==> src/rtl/capture_sequencer_if.sv <==
// -----------------------------------------------------------------------------
// capture_sequencer_if
// Stream bundle for the capture sequencer: the trigger-block input stream
// (sti_*) and the sample-memory-writer output stream (sto_*).
//   sti_tready  sequencer -> source  input stream ready
//   sti_tvalid  source -> sequencer  input stream valid
//   sti_tevent  source -> sequencer  event flags, bit 0 trigger, bit 1 abort
//   sti_tdata   source -> sequencer  input sample
//   sto_tready  writer -> sequencer  output stream ready
//   sto_tvalid  sequencer -> writer  output stream valid
//   sto_ttrig   sequencer -> writer  marks the trigger sample
//   sto_tlast   sequencer -> writer  marks the final sample of a capture
//   sto_tdata   sequencer -> writer  output sample
// Modport slave is the sequencer side, master is the environment side.
// -----------------------------------------------------------------------------
interface capture_sequencer_if #(
  parameter int SEW = 2,
  parameter int SDW = 32
);
  logic           sti_tready;
  logic           sti_tvalid;
  logic [SEW-1:0] sti_tevent;
  logic [SDW-1:0] sti_tdata;
  logic           sto_tready;
  logic           sto_tvalid;
  logic           sto_ttrig;
  logic           sto_tlast;
  logic [SDW-1:0] sto_tdata;

  modport slave (
    output sti_tready,
    input  sti_tvalid, sti_tevent, sti_tdata,
    input  sto_tready,
    output sto_tvalid, sto_ttrig, sto_tlast, sto_tdata
  );

  modport master (
    input  sti_tready,
    output sti_tvalid, sti_tevent, sti_tdata,
    output sto_tready,
    input  sto_tvalid, sto_ttrig, sto_tlast, sto_tdata
  );
endinterface

==> src/rtl/capture_sequencer.sv <==
// -----------------------------------------------------------------------------
// capture_sequencer
// Sequences one acquisition: arm, collect cfg_pre pre-trigger samples, wait for
// a trigger, forward cfg_post post-trigger samples, stop. Forwarded samples go
// out through a single output register with trigger/last markers.
// Ports:
//   clk, rst            clock, synchronous active-high reset
//   ctl_arm, ctl_abort  single-cycle host pulses
//   cfg_pre, cfg_post   pre-/post-trigger sample counts, sampled at arm
//   cfg_timeout         (CAPTURE_SEQ_TIMEOUT_EN only) forced-trigger count in
//                       WAIT, 0 disables
//   stm                 input/output streams (capture_sequencer_if.slave)
//   sts_busy/done/abort/state  host status
// Optional feature macro: CAPTURE_SEQ_TIMEOUT_EN
// -----------------------------------------------------------------------------
module capture_sequencer #(
  parameter int SEW = 2,
  parameter int SDW = 32,
  parameter int CCW = 16
) (
  input  logic           clk,
  input  logic           rst,
  input  logic           ctl_arm,
  input  logic           ctl_abort,
`ifdef CAPTURE_SEQ_TIMEOUT_EN
  input  logic [CCW-1:0] cfg_timeout,
`endif
  input  logic [CCW-1:0] cfg_pre,
  input  logic [CCW-1:0] cfg_post,
  capture_sequencer_if.slave stm,
  output logic           sts_busy,
  output logic           sts_done,
  output logic           sts_abort,
  output logic [2:0]     sts_state
);

  localparam logic [2:0] ST_IDLE = 3'd0;
  localparam logic [2:0] ST_PRE  = 3'd1;
  localparam logic [2:0] ST_WAIT = 3'd2;
  localparam logic [2:0] ST_POST = 3'd3;
  localparam logic [2:0] ST_DONE = 3'd4;

  localparam logic [CCW-1:0] CNT_ZERO = {CCW{1'b0}};
  localparam logic [CCW-1:0] CNT_ONE  = {{(CCW-1){1'b0}}, 1'b1};

  function automatic logic is_busy(input logic [2:0] st);
    return (st == ST_PRE) || (st == ST_WAIT) || (st == ST_POST);
  endfunction

  logic [2:0]     state_r, state_nxt_s;
  logic [CCW-1:0] pre_cfg_r, post_cfg_r;
  logic [CCW-1:0] pre_cnt_r, pre_cnt_nxt_s, pre_inc_s;
  logic [CCW-1:0] post_cnt_r, post_cnt_nxt_s, post_inc_s;
  logic           busy_s, xfer_s, fwd_s, trig_s, last_s, arm_s, abort_set_s, tmo_hit_s;
  logic           out_valid_r, out_trig_r, out_last_r;
  logic [SDW-1:0] out_data_r;
  logic           busy_r, done_r, abort_r;

`ifdef CAPTURE_SEQ_TIMEOUT_EN
  logic [CCW-1:0] tmo_cfg_r, wait_cnt_r, wait_cnt_nxt_s, wait_inc_s;
  assign wait_inc_s = wait_cnt_r + CNT_ONE;
  assign tmo_hit_s  = (tmo_cfg_r != CNT_ZERO) && (wait_inc_s == tmo_cfg_r);
`else
  assign tmo_hit_s  = 1'b0;
`endif

  // While capturing, the single output register gates input acceptance.
  assign busy_s         = is_busy(state_r);
  assign stm.sti_tready = busy_s ? (stm.sto_tready | ~out_valid_r) : 1'b1;
  assign xfer_s         = stm.sti_tvalid & stm.sti_tready;
  assign pre_inc_s      = pre_cnt_r + CNT_ONE;
  assign post_inc_s     = post_cnt_r + CNT_ONE;

  // Next-state, counter and forwarding decision for the current cycle.
  always_comb begin
    state_nxt_s    = state_r;
    pre_cnt_nxt_s  = pre_cnt_r;
    post_cnt_nxt_s = post_cnt_r;
`ifdef CAPTURE_SEQ_TIMEOUT_EN
    wait_cnt_nxt_s = wait_cnt_r;
`endif
    fwd_s       = 1'b0;
    trig_s      = 1'b0;
    last_s      = 1'b0;
    arm_s       = 1'b0;
    abort_set_s = 1'b0;
    case (state_r)
      ST_IDLE, ST_DONE: begin
        // An abort pulse alongside arm suppresses the arm.
        if (ctl_arm && !ctl_abort) begin
          arm_s          = 1'b1;
          pre_cnt_nxt_s  = CNT_ZERO;
          post_cnt_nxt_s = CNT_ZERO;
`ifdef CAPTURE_SEQ_TIMEOUT_EN
          wait_cnt_nxt_s = CNT_ZERO;
`endif
          state_nxt_s    = (cfg_pre == CNT_ZERO) ? ST_WAIT : ST_PRE;
        end else begin
          state_nxt_s = state_r;
        end
      end
      ST_PRE, ST_WAIT, ST_POST: begin
        if (ctl_abort) begin
          // Host abort: stop forwarding at once, no tlast is produced.
          state_nxt_s = ST_DONE;
          abort_set_s = 1'b1;
        end else if (xfer_s) begin
          fwd_s = 1'b1;
          if (stm.sti_tevent[1]) begin
            // In-band abort outranks a trigger on the same sample.
            last_s      = 1'b1;
            abort_set_s = 1'b1;
            state_nxt_s = ST_DONE;
          end else begin
            case (state_r)
              ST_PRE: begin
                pre_cnt_nxt_s = pre_inc_s;
                if (pre_inc_s == pre_cfg_r) begin
                  state_nxt_s = ST_WAIT;
                end else begin
                  state_nxt_s = ST_PRE;
                end
              end
              ST_WAIT: begin
`ifdef CAPTURE_SEQ_TIMEOUT_EN
                wait_cnt_nxt_s = wait_inc_s;
`endif
                if (stm.sti_tevent[0] || tmo_hit_s) begin
                  trig_s         = 1'b1;
                  post_cnt_nxt_s = CNT_ZERO;
                  if (post_cfg_r == CNT_ZERO) begin
                    last_s      = 1'b1;
                    state_nxt_s = ST_DONE;
                  end else begin
                    state_nxt_s = ST_POST;
                  end
                end else begin
                  state_nxt_s = ST_WAIT;
                end
              end
              ST_POST: begin
                post_cnt_nxt_s = post_inc_s;
                if (post_inc_s == post_cfg_r) begin
                  last_s      = 1'b1;
                  state_nxt_s = ST_DONE;
                end else begin
                  state_nxt_s = ST_POST;
                end
              end
              default: state_nxt_s = ST_IDLE;
            endcase
          end
        end else begin
          state_nxt_s = state_r;
        end
      end
      default: state_nxt_s = ST_IDLE;
    endcase
  end

  // State, counters and the configuration snapshot taken at arm.
  always_ff @(posedge clk) begin
    if (rst) begin
      state_r    <= ST_IDLE;
      pre_cnt_r  <= CNT_ZERO;
      post_cnt_r <= CNT_ZERO;
      pre_cfg_r  <= CNT_ZERO;
      post_cfg_r <= CNT_ZERO;
`ifdef CAPTURE_SEQ_TIMEOUT_EN
      wait_cnt_r <= CNT_ZERO;
      tmo_cfg_r  <= CNT_ZERO;
`endif
    end else begin
      state_r    <= state_nxt_s;
      pre_cnt_r  <= pre_cnt_nxt_s;
      post_cnt_r <= post_cnt_nxt_s;
`ifdef CAPTURE_SEQ_TIMEOUT_EN
      wait_cnt_r <= wait_cnt_nxt_s;
`endif
      if (arm_s) begin
        pre_cfg_r  <= cfg_pre;
        post_cfg_r <= cfg_post;
`ifdef CAPTURE_SEQ_TIMEOUT_EN
        tmo_cfg_r  <= cfg_timeout;
`endif
      end
    end
  end

  // Output register: loads a forwarded sample, holds it until accepted.
  always_ff @(posedge clk) begin
    if (rst) begin
      out_valid_r <= 1'b0;
      out_trig_r  <= 1'b0;
      out_last_r  <= 1'b0;
      out_data_r  <= {SDW{1'b0}};
    end else if (fwd_s) begin
      out_valid_r <= 1'b1;
      out_trig_r  <= trig_s;
      out_last_r  <= last_s;
      out_data_r  <= stm.sti_tdata;
    end else if (stm.sto_tready) begin
      out_valid_r <= 1'b0;
    end
  end

  // Host status registers.
  always_ff @(posedge clk) begin
    if (rst) begin
      busy_r  <= 1'b0;
      done_r  <= 1'b0;
      abort_r <= 1'b0;
    end else begin
      busy_r <= is_busy(state_nxt_s);
      done_r <= (state_nxt_s == ST_DONE);
      if (arm_s) begin
        abort_r <= 1'b0;
      end else if (abort_set_s) begin
        abort_r <= 1'b1;
      end
    end
  end

  assign stm.sto_tvalid = out_valid_r;
  assign stm.sto_ttrig  = out_trig_r;
  assign stm.sto_tlast  = out_last_r;
  assign stm.sto_tdata  = out_data_r;
  assign sts_busy       = busy_r;
  assign sts_done       = done_r;
  assign sts_abort      = abort_r;
  assign sts_state      = state_r;

endmodule

==> src/flat_wrapper.sv <==
// flat-port wrapper written by rule: the top's interface ports become plain ports
module capture_sequencer_flat 
#(
  parameter int SEW = 2,
  parameter int SDW = 32,
  parameter int CCW = 16
)
  (clk, rst, ctl_arm, ctl_abort, cfg_pre, cfg_post, sts_busy, sts_done, sts_abort, sts_state, stm_sti_tready, stm_sti_tvalid, stm_sti_tevent, stm_sti_tdata, stm_sto_tready, stm_sto_tvalid, stm_sto_ttrig, stm_sto_tlast, stm_sto_tdata);
  capture_sequencer_if #(.SEW(SEW), .SDW(SDW)) stm_i ();
  input  logic clk;
  input  logic rst;
  input  logic ctl_arm;
  input  logic ctl_abort;
  input  logic [CCW-1:0] cfg_pre;
  input  logic [CCW-1:0] cfg_post;
  output logic sts_busy;
  output logic sts_done;
  output logic sts_abort;
  output logic [2:0] sts_state;
  output wire logic [$bits(stm_i.sti_tready)-1:0] stm_sti_tready;
  input wire logic [$bits(stm_i.sti_tvalid)-1:0] stm_sti_tvalid;
  input wire logic [$bits(stm_i.sti_tevent)-1:0] stm_sti_tevent;
  input wire logic [$bits(stm_i.sti_tdata)-1:0] stm_sti_tdata;
  input wire logic [$bits(stm_i.sto_tready)-1:0] stm_sto_tready;
  output wire logic [$bits(stm_i.sto_tvalid)-1:0] stm_sto_tvalid;
  output wire logic [$bits(stm_i.sto_ttrig)-1:0] stm_sto_ttrig;
  output wire logic [$bits(stm_i.sto_tlast)-1:0] stm_sto_tlast;
  output wire logic [$bits(stm_i.sto_tdata)-1:0] stm_sto_tdata;
  assign stm_sti_tready = stm_i.sti_tready;
  assign stm_i.sti_tvalid = stm_sti_tvalid;
  assign stm_i.sti_tevent = stm_sti_tevent;
  assign stm_i.sti_tdata = stm_sti_tdata;
  assign stm_i.sto_tready = stm_sto_tready;
  assign stm_sto_tvalid = stm_i.sto_tvalid;
  assign stm_sto_ttrig = stm_i.sto_ttrig;
  assign stm_sto_tlast = stm_i.sto_tlast;
  assign stm_sto_tdata = stm_i.sto_tdata;
  capture_sequencer #(.SEW(SEW), .SDW(SDW), .CCW(CCW)) u_core (.clk(clk), .rst(rst), .ctl_arm(ctl_arm), .ctl_abort(ctl_abort), .cfg_pre(cfg_pre), .cfg_post(cfg_post), .stm(stm_i), .sts_busy(sts_busy), .sts_done(sts_done), .sts_abort(sts_abort), .sts_state(sts_state));
endmodule
==> config.mk <==
export PLATFORM = sky130hd
export DESIGN_NAME = capture_sequencer_flat
export DESIGN_NICKNAME = d
export VERILOG_FILES = /design/src/rtl/capture_sequencer_if.sv /design/src/rtl/capture_sequencer.sv /design/src/flat_wrapper.sv
export SDC_FILE = /design/constraint.sdc
export NUM_CORES = 1
export LEC_CHECK = 0
export ABC_AREA = 1
export CAP_MARGIN = 20
export CORE_ASPECT_RATIO = 0.9
export CORE_MARGIN = 3
export CORE_UTILIZATION = 25
export CTS_BUF_LIST = sky130_fd_sc_hd__clkbuf_8
export DETAILED_ROUTE_END_ITERATION = 16
export SYNTH_ARGS = -nofsm -noshare
export SYNTH_HDL_FRONTEND = slang
export SYNTH_SLANG_ARGS = --single-unit
export TNS_END_PERCENT = 50
==> constraint.sdc <==
create_clock -name clk -period 2.06 [get_ports clk]
set_input_delay 0.309 -clock clk [delete_from_list [all_inputs] [get_ports clk]]
set_output_delay 0.309 -clock clk [all_outputs]
set_load 0.005 [all_outputs]
==> flow_summary.ini <==
[floorplan]
die_w_um = 162
rows = 50
dieHeight_um = 147
core_area_um2 = 21200
ios = 114
initial_utilization_pct = 25.9
dieArea_um2 = 23800

[timing]
hold_viol = 0
tightest_slew_ps = 404
fmax_mhz = 480
tns_ps = -54.7
relSlewSlack_pct = 73.0
fin_crit_sh_pct = 101
drv_slew = 0
finalWorstSetupSlack_ps = -25.3
min_period_ps = 2090
setup_viol = 5
grt_setup_unrepaired = true
fin_skew_ps = 16.8

[route]
drtAntennaViolNets = 0
drc_errors = 0
vias = 6084
totalWireLength_um = 18100
first_pass_iters = 5
routedWlPerCell_um = 13.6
avgViaCountPerCell = 4.60
drt_iter0_drc = 413

[layout]
num_antenna_cells = 0
nFillCells = 2186
multi_input_area_um2 = 3160
drive_gt1_share_pct = 21.5
seq_area_um2 = 2130
nets = 1107
area_growth_syn_to_layout_pct = 49.0

[synth]
synth_top_area_share_pct = 38.3
yosys-top-cells-count = 249 x nand2_1, 105 x dfxtp_1, 95 x a21oi_1
synth_area_um2 = 5500
syn_inst = 828
synth_edf_count = 0
synth_top_family_by_area = simple AND/OR/NAND/NOR gates
synth_simple_gate_area_share_pct = 35.5
yosys_most_used_dff = dfxtp_1
ys_warn_count = 0
synth.most_common_cell = nand2_1
yosysSeqAreaShare_pct = 38.3
synth-compound-area-share_pct = 15.3
syn-num-nets = 902
synth.area.mux_share_pct = 0
synth_adder_area_share_pct = 0.455
synth-seq-cells = 105
syn_area_per_cell_um2 = 6.64
yosysUniqueCellTypes = 44
synth_top_cell_by_area = dfxtp_1
async_flop_share_pct = 0
synthXorXnorAreaFrac_pct = 2.30
synth_area_leaders = dfxtp_1 38%, nand2_1 17%, a21oi_1 8.7%

[clock_network]
cts_hold_buffers = 0
clockRootBuffer = clkbuf_8
cts_tree = done
numCtsBuffers = 9
cts_sinks = 105
clkLatencyLatePin_ps = 380
clkTransAtPathRegs_ps = 110
cts.htree.levels = 3
clockBufferDepth = 2

[power]
p_leak_nw = 3.30
power.density_nw_per_um2 = 500
ir_drop_mv = 0.326

[critical_path]
critPathLaunchType = register
cp.required_ps = 2350
cp.arrival_ps = 2370
reg2reg_slack_ps = -30
path_max_fanout = 5
worstSetupEndpointType = register
worstSetupPathType = reg2reg

[global_route]
grt_pass1_wl_um = 28400
grt_pass1_vias = 5731
grt_usage_pct = 14.7
grt_start_max_net_pins = 53
grt-ovfl-total = 0
antenna_found_initial = 0

[run_status]
status = complete, but fails checks
failed_checks = negative setup slack

[run]
maxCapViolations = 0

[place]
gp_congestion = 0.884
io_buffer_count = 113
place_worst_setup_slack_ps = -169
dp_hpwl_um = 13200

[hold_path]
hp-class = in2reg
==> final timing paths <==
kind | end | start | cells past startpoint
max | u_core.sts_busy$_SDFF_PP0_ | u_core.pre_cnt_r[0]$_SDFFE_PP0P_ | 19
max reg2reg | u_core.sts_busy$_SDFF_PP0_ | u_core.pre_cnt_r[0]$_SDFFE_PP0P_ | 19
min reg2reg | u_core.stm.sto_tdata[8]$_SDFFE_PP0P_ | u_core.stm.sto_tdata[8]$_SDFFE_PP0P_ | 2
min | u_core.stm.sto_tdata[17]$_SDFFE_PP0P_ | rst | 2
==> metrics by stage <==
stage	cell area (um^2)	std cells	hold WS [ps]	util, %	power, mW
final	8190	1324	347	38.6	4.10
after global routing	8190	1324	345	38.6	4.31
after CTS	7940	1316	330	37.4	4.12
after detailed placement	7590	1290	454	35.8	2.86
after global placement	7590	1290	452	35.8	2.86
after floorplan	5500	828	444	-	2.50
==> what timing repair did <==
action / 4_1_cts / 5_1_grt
pin swaps: 18 / 26
setup buffers: 10 / 8
endpoints found under the setup margin: 5 / 21
resized for setup: 30 / 54
==> logic make-up after synthesis <==
group,count (synthesis)
compound gates,157
xor+xnor,11
fa+ha+maj,2
buf+inv,116
flops,105
simple gates,437
==> layout by cell type (no fill, tap or decap), drive strengths merged, types with 5 or more instances in the layout <==
cell,synthesis,layout
nand3b,6,6
dfxtp,105,105
nand2,254,254
nand4,24,24
xor2,5,5
o21ai,42,42
inv,83,85
nor2,76,76
clkbuf,22,11
nand3,66,66
buf,9,113
a21oi,96,96
a211oi,6,6
clkdlybuf4s50,0,112
==> routing by layer <==
layer	routed length, um	up-vias	track usage (%)
met5	0	-	0
met4	289	0	3.41
met3	811	19	2.89
met2	8130	159	23.5
met1	8830	2786	20.4
li1	-	3120	-
==> power breakdown <==
group / total, mW / internal [mW] / switching, mW
Sequential: 2.15 / 2.10 / 0.0529
Combinational: 0.710 / 0.353 / 0.358
Clock: 1.24 / 0.503 / 0.733
==> critical path: stages, from the launching register on <==
cell and delay [ps]:
dfxtp_2 370, ha_4 150, nand2_4 70, nor2_8 140
buf_12 120, nand3_4 90, nor2_2 80, nand2_1 60
nand2_1 90, nand2_1 60, nand2_2 70, nand2_2 80
nor2_4 100, nand3_2 70, nand2_1 70, nand3_2 60
a21oi_2 130, nand3_1 90, nand2_1 60, inv_1 40
==> area by class of cell <==
type	count	area share, %
timing repair buffer	225	24.9
clock inverter	5	0.397
sequential	105	26.0
multi-input combinational	607	38.6
inverter	85	3.93
clock buffer	11	1.85
tap	286	4.37
==> state kept, by name, indices dropped and copies added, names as in the netlist <==
name / cells
u_core.stm.sto_tdata: 32
u_core.post_cfg_r: 16
u_core.post_cnt_r: 16
u_core.pre_cfg_r: 16
u_core.pre_cnt_r: 16
u_core.sts_state: 3
u_core.stm.sto_tlast: 1
u_core.stm.sto_ttrig: 1
u_core.stm.sto_tvalid: 1
u_core.sts_abort: 1
u_core.sts_busy: 1
u_core.sts_done: 1
Note: power is estimated with default switching activity, not from simulation.
==> RTL edit 1, RTL diff (same settings) <==
`SDW` is set to 32 in 3 places; all go to 48.
--- a/src/rtl/capture_sequencer_if.sv
+++ b/src/rtl/capture_sequencer_if.sv
@@ -15,7 +15,7 @@
 // -----------------------------------------------------------------------------
 interface capture_sequencer_if #(
   parameter int SEW = 2,
-  parameter int SDW = 32
+  parameter int SDW = 48
 );
   logic           sti_tready;
   logic           sti_tvalid;
--- a/src/rtl/capture_sequencer.sv
+++ b/src/rtl/capture_sequencer.sv
@@ -15,7 +15,7 @@
 // -----------------------------------------------------------------------------
 module capture_sequencer #(
   parameter int SEW = 2,
-  parameter int SDW = 32,
+  parameter int SDW = 48,
   parameter int CCW = 16
 ) (
   input  logic           clk,
--- a/src/flat_wrapper.sv
+++ b/src/flat_wrapper.sv
@@ -2,7 +2,7 @@
 module capture_sequencer_flat 
 #(
   parameter int SEW = 2,
-  parameter int SDW = 32,
+  parameter int SDW = 48,
   parameter int CCW = 16
 )
   (clk, rst, ctl_arm, ctl_abort, cfg_pre, cfg_post, sts_busy, sts_done, sts_abort, sts_state, stm_sti_tready, stm_sti_tvalid, stm_sti_tevent, stm_sti_tdata, stm_sto_tready, stm_sto_tvalid, stm_sto_ttrig, stm_sto_tlast, stm_sto_tdata);
Interface: changed (resized stm_sti_tdata and stm_sto_tdata); port bits go from 114 to 146. The function was not compared with the original's and may differ.
==> RTL edit 1 against the unedited design <==
The flow still finishes with violations (setup timing); final area grew 11%; core utilization hardly changed; routed wire length is 10% higher; sequential cell count grew 16; maximum frequency shrank 0.52%; setup slack worse by 0.011 ns; global-route usage grew 0.23 points; combinational power rose by 10%; area after synthesis increased by 11%; power is 39% higher; largest power group unchanged; highest routed layer unchanged.
==> RTL edit 1: results (changes against the unedited design) <==
Logic synthesis
  – Synth top cells by count: 216 x nand2_1, 121 x dfxtp_1, 114 x a21oi_1, 114 x nand3_1, 93 x inv_1
  – Adder-cell share of the synthesized area: 0.004114 (-0.0004394)
  – Xor and xnor area share after synthesis: 0.02839 (+0.005393)
  – Area contributors post-synth: dfxtp_1 40%, nand2_1 13%, a21oi_1 9.4%
  – Seq/Total Area, Yosys: 0.3983 (+0.01576)
  – Compound-gate portion of the synthesized area: 0.1518 (-0.0009572)

Status
  – Status: finished with violations
  – Failing checks: setup timing

GRT
  – First-pass GRT wire length: 31.57 mm (+11%)
  – Number of global-route vias before repair: 6282 (+9.6%)
  – GRT Overall Usage: 0.1491 (+0.002273)

Placement
  – Placer Congestion: 0.9017 (+2.0%)
  – Area after DPL: 8259 µm² (+8.8%)

Layout
  – Flip-flop count of the largest register after layout: 48 (+50%)
  – Nets@finish: 1170 (+5.7%)

STA
  – Setup ws final: -0.03625 ns (-0.01091 ns)
  – Tightest Pin Transition: 0.5481 ns (+0.1438 ns)
  – Worst Skew: 0.01234 ns (-0.004478 ns)
  – Setup violations, final: 2 (-3)

Clock network
  – Worst-skew pair later-pin latency: 0.44 ns (+0.06 ns)
  – H-tree levels: 4 (+1)

Drt
  – Iter 0 DRT Violations: 373 (-9.7%)
  – Routed wl met2: 9.884 mm (+22%)
  – Final WL: 19.88 mm (+10%)
  – Met3 Routed Length: 962 µm (+19%)

Setup path
  – Max FO, Critical Path: 3 (-2)
RTL edit 1: metal layers:
metal,track usage,vias up
met1,0.1837,2996
met3,0.04010,25
met2,0.2508,127
met5,0,-
met4,0.05137,0
li1,-,3308
RTL edit 1: per-stage QoR:
step,instances,setup WS [ns],power (µW)
2_1_floorplan,888,0.1574,2883
3_3_place_gp,1353,-0.09916,3274
3_5_place_dp,1353,-0.1694,3276
4_1_cts,1389,-0.02929,5745
5_1_grt,1394,-0.1659,5969
6_report,1394,-0.03625,5709
RTL edit 1: final timing paths:
kind / startpoint / endpoint / slack, ns / cells past startpoint
hold reg to reg: u_core.stm.sto_tdata[34]$_SDFFE_PP0P_ / u_core.stm.sto_tdata[34]$_SDFFE_PP0P_ / 0.46 / 2
hold / removal: rst / u_core.pre_cnt_r[14]$_SDFFE_PP0P_ / 0.40 / 3
setup / recovery: u_core.pre_cnt_r[1]$_SDFFE_PP0P_ / u_core.sts_busy$_SDFF_PP0_ / -0.04 / 15
setup reg to reg: u_core.pre_cnt_r[1]$_SDFFE_PP0P_ / u_core.sts_busy$_SDFF_PP0_ / -0.04 / 15
RTL edit 1: kinds of logic (layout without fill, tap and decap cells):
logic type | after synthesis | count (layout)
xor gates and xnor gates | 14 | 14
AOI/OAI and AO/OA | 174 | 174
DFF | 121 | 121
and+or+nand+nor | 438 | 438
adders and majority gates | 2 | 2
buffers and inverters | 139 | 343
RTL edit 1: what timing repair did:
item,4_1_cts,5_1_grt
buffers inserted,5,5
gates cloned,0,0
pin swaps,22,28
resized for setup,42,57
endpoints found under the setup margin,6,10
RTL edit 1: worst max-delay path: stages (launching register included):
cell and delay [ns]:
dfxtp_2 0.36, buf_6 0.11, nand2_1 0.07, nor2_2 0.16
buf_4 0.12, nand3_1 0.10, xnor3_1 0.25, nand2_1 0.07
nor2_2 0.15, nand3_1 0.10, nand2_1 0.09, nand3_2 0.08
a21oi_2 0.14, nand3_1 0.09, nand2_1 0.07, inv_1 0.03
RTL edit 1: report_power, final:
| part | total, µW | switching, µW | leakage (µW) | internal, µW |
|---|---|---|---|---|
| Combinational | 783 | 395 | 0.00231 | 389 |
| Clock | 2440 | 964 | 0.000237 | 1480 |
| Sequential | 2480 | 65.5 | 0.000991 | 2420 |
RTL edit 1: area by class of cell:
class / count / area, µm²
clock buffers: 19 / 261.5
repair buffers: 214 / 2062
well taps: 302 / 377.9
multi-input cells: 628 / 3427
clock inverters: 12 / 182.7
flip-flops and latches: 121 / 2442
fillers: 2431 / 14490
inverters: 98 / 367.9
==> RTL edit 2, RTL diff (config.mk and constraints unchanged) <==
Made on the original files. Register the inputs `cfg_pre` and `cfg_post` before use, without a reset. The logic sees them one clock later. The other inputs are not delayed to match.
--- a/src/rtl/capture_sequencer.sv
+++ b/src/rtl/capture_sequencer.sv
@@ -43,6 +43,14 @@
   localparam logic [CCW-1:0] CNT_ZERO = {CCW{1'b0}};
   localparam logic [CCW-1:0] CNT_ONE  = {{(CCW-1){1'b0}}, 1'b1};
 
+  logic [CCW-1:0] cfg_pre_q;
+  logic [CCW-1:0] cfg_post_q;
+
+  always_ff @(posedge clk) begin
+    cfg_pre_q  <= cfg_pre;
+    cfg_post_q <= cfg_post;
+  end
+
   function automatic logic is_busy(input logic [2:0] st);
     return (st == ST_PRE) || (st == ST_WAIT) || (st == ST_POST);
   endfunction
@@ -94,7 +102,7 @@
 `ifdef CAPTURE_SEQ_TIMEOUT_EN
           wait_cnt_nxt_s = CNT_ZERO;
 `endif
-          state_nxt_s    = (cfg_pre == CNT_ZERO) ? ST_WAIT : ST_PRE;
+          state_nxt_s    = (cfg_pre_q == CNT_ZERO) ? ST_WAIT : ST_PRE;
         end else begin
           state_nxt_s = state_r;
         end
@@ -178,8 +186,8 @@
       wait_cnt_r <= wait_cnt_nxt_s;
 `endif
       if (arm_s) begin
-        pre_cfg_r  <= cfg_pre;
-        post_cfg_r <= cfg_post;
+        pre_cfg_r  <= cfg_pre_q;
+        post_cfg_r <= cfg_post_q;
 `ifdef CAPTURE_SEQ_TIMEOUT_EN
         tmo_cfg_r  <= cfg_timeout;
 `endif
Check against the original RTL: not equivalent (Yosys sat finds a counterexample within 4 cycles, from zero or initial values and one cycle with rst high).
==> RTL edit 2 against the unedited design <==
The flow still finishes with violations (setup timing); routed wire length fell by 1.5%; area after synthesis rose by 11%; first-iteration DRC count fell by 4.6%; sequential cell count rose by 32; setup slack got worse by 0.047 ns; synthesized cell count rose by 1.8%; final area rose by 6.3%; power rose by 38%.
==> RTL edit 2: results (changes against the unedited design) <==
STA
  – Setup violations, final: 4 (-1)
  – Worst hold slack: 0.2922 ns (-0.05527 ns)
  – Setup ws final: -0.07250 ns (-0.04715 ns)

Placement
  – Detail Placement HPWL: 12.58 mm (-4.8%)

Logic synthesis
  – Synth unique cells: 41 (-6.8%)
  – Synth top cells by count: 192 x nand2_1, 137 x dfxtp_1, 98 x nand3_1
  – Area contributors post-synth: dfxtp_1 45%, nand2_1 12%, nand3_1 8.0%

Clock network
  – H-tree levels: 4 (+1)
  – CTS buffer count: 17 (+8)

Setup path
  – Largest delay contributor family on the critical path: buffers and inverters
  – Crit path arrival time: 2.52 ns (+0.15 ns)
  – Reg2Reg Depth: 15 (-4)

Status
  – Status: finished with violations
  – Failing checks: setup timing

Layout
  – Layout cells sized above 1: 0.2033 (-0.01153)
  – Filler cell count: 2507 (+15%)

GRT
  – First-pass GRT wire length: 28.75 mm (+1.3%)
  – Largest net degree at the start of global routing: 70 (+32%)

Drt
  – Iter 0 DRT Violations: 394 (-4.6%)
  – Vias per cell: 4.541 (-1.2%)
  – Routed len/inst: 13.38 µm (-2.0%)

Pwr
  – Leak: 0.003362 µW (+1.8%)
  – Clk pwr: 2290 µW (+85%)
  – Portion of total power attributed to sequential cells: 0.492 (-0.033)

Min path
  – Hold EP: u_core.cfg_post_q[0]$_DFF_P_
  – Hold Startpoint: cfg_post[0]
  – Worst Hold Depth: 1 (-1)
RTL edit 2: timing repair:
item | in CTS | in global routing
hold buffers | 0 | 0
pin swaps | 20 | 31
setup buffers | 12 | 4
setup endpoints to repair | 5 | 21
cloned | 1 | 0
resized for setup | 27 | 48
RTL edit 2: layout make-up:
| cell class | count | share of cell area |
|---|---|---|
| tap | 302 | 0.04340 |
| clock inverter | 14 | 0.01854 |
| timing repair buffer | 185 | 0.1979 |
| multi-input combinational | 594 | 0.3587 |
| clock buffer | 18 | 0.02845 |
| sequential | 137 | 0.3180 |
| inverter | 80 | 0.03506 |
RTL edit 2: through the flow:
stage	TNS, ns	instance area (µm²)	std cells	power, µW	setup slack, ns
4_1_cts	-0.06782	8549	1326	5739	-0.04780
6_report	-0.1512	8707	1330	5675	-0.07250
2_1_floorplan	0	6120	843	3119	0.1063
5_1_grt	-1.249	8707	1330	5957	-0.2397
3_5_place_dp	-0.5655	7946	1281	3433	-0.09374
3_3_place_gp	-0.9439	7946	1281	3432	-0.1226
RTL edit 2: kinds of logic (layout without fill, tap and decap cells):
| logic type | count (synthesis) | after routing | share of synthesized area |
|---|---|---|---|
| simple gates | 423 | 424 | 0.3188 |
| fa+ha+maj | 2 | 2 | 0.004088 |
| compound gates | 159 | 159 | 0.1421 |
| flops | 137 | 137 | 0.4482 |
| xor+xnor | 9 | 9 | 0.01533 |
| buf+inv | 113 | 297 | 0.07156 |
RTL edit 2: layer usage:
metal | global-route usage | vias to the layer above | wire length, µm
met1 | 0.1756 | 2770 | 8010
met4 | 0.03831 | 0 | 219
met2 | 0.2266 | 117 | 8826
met5 | 0 | - | 0
met3 | 0.03169 | 21 | 736
li1 | - | 3131 | -
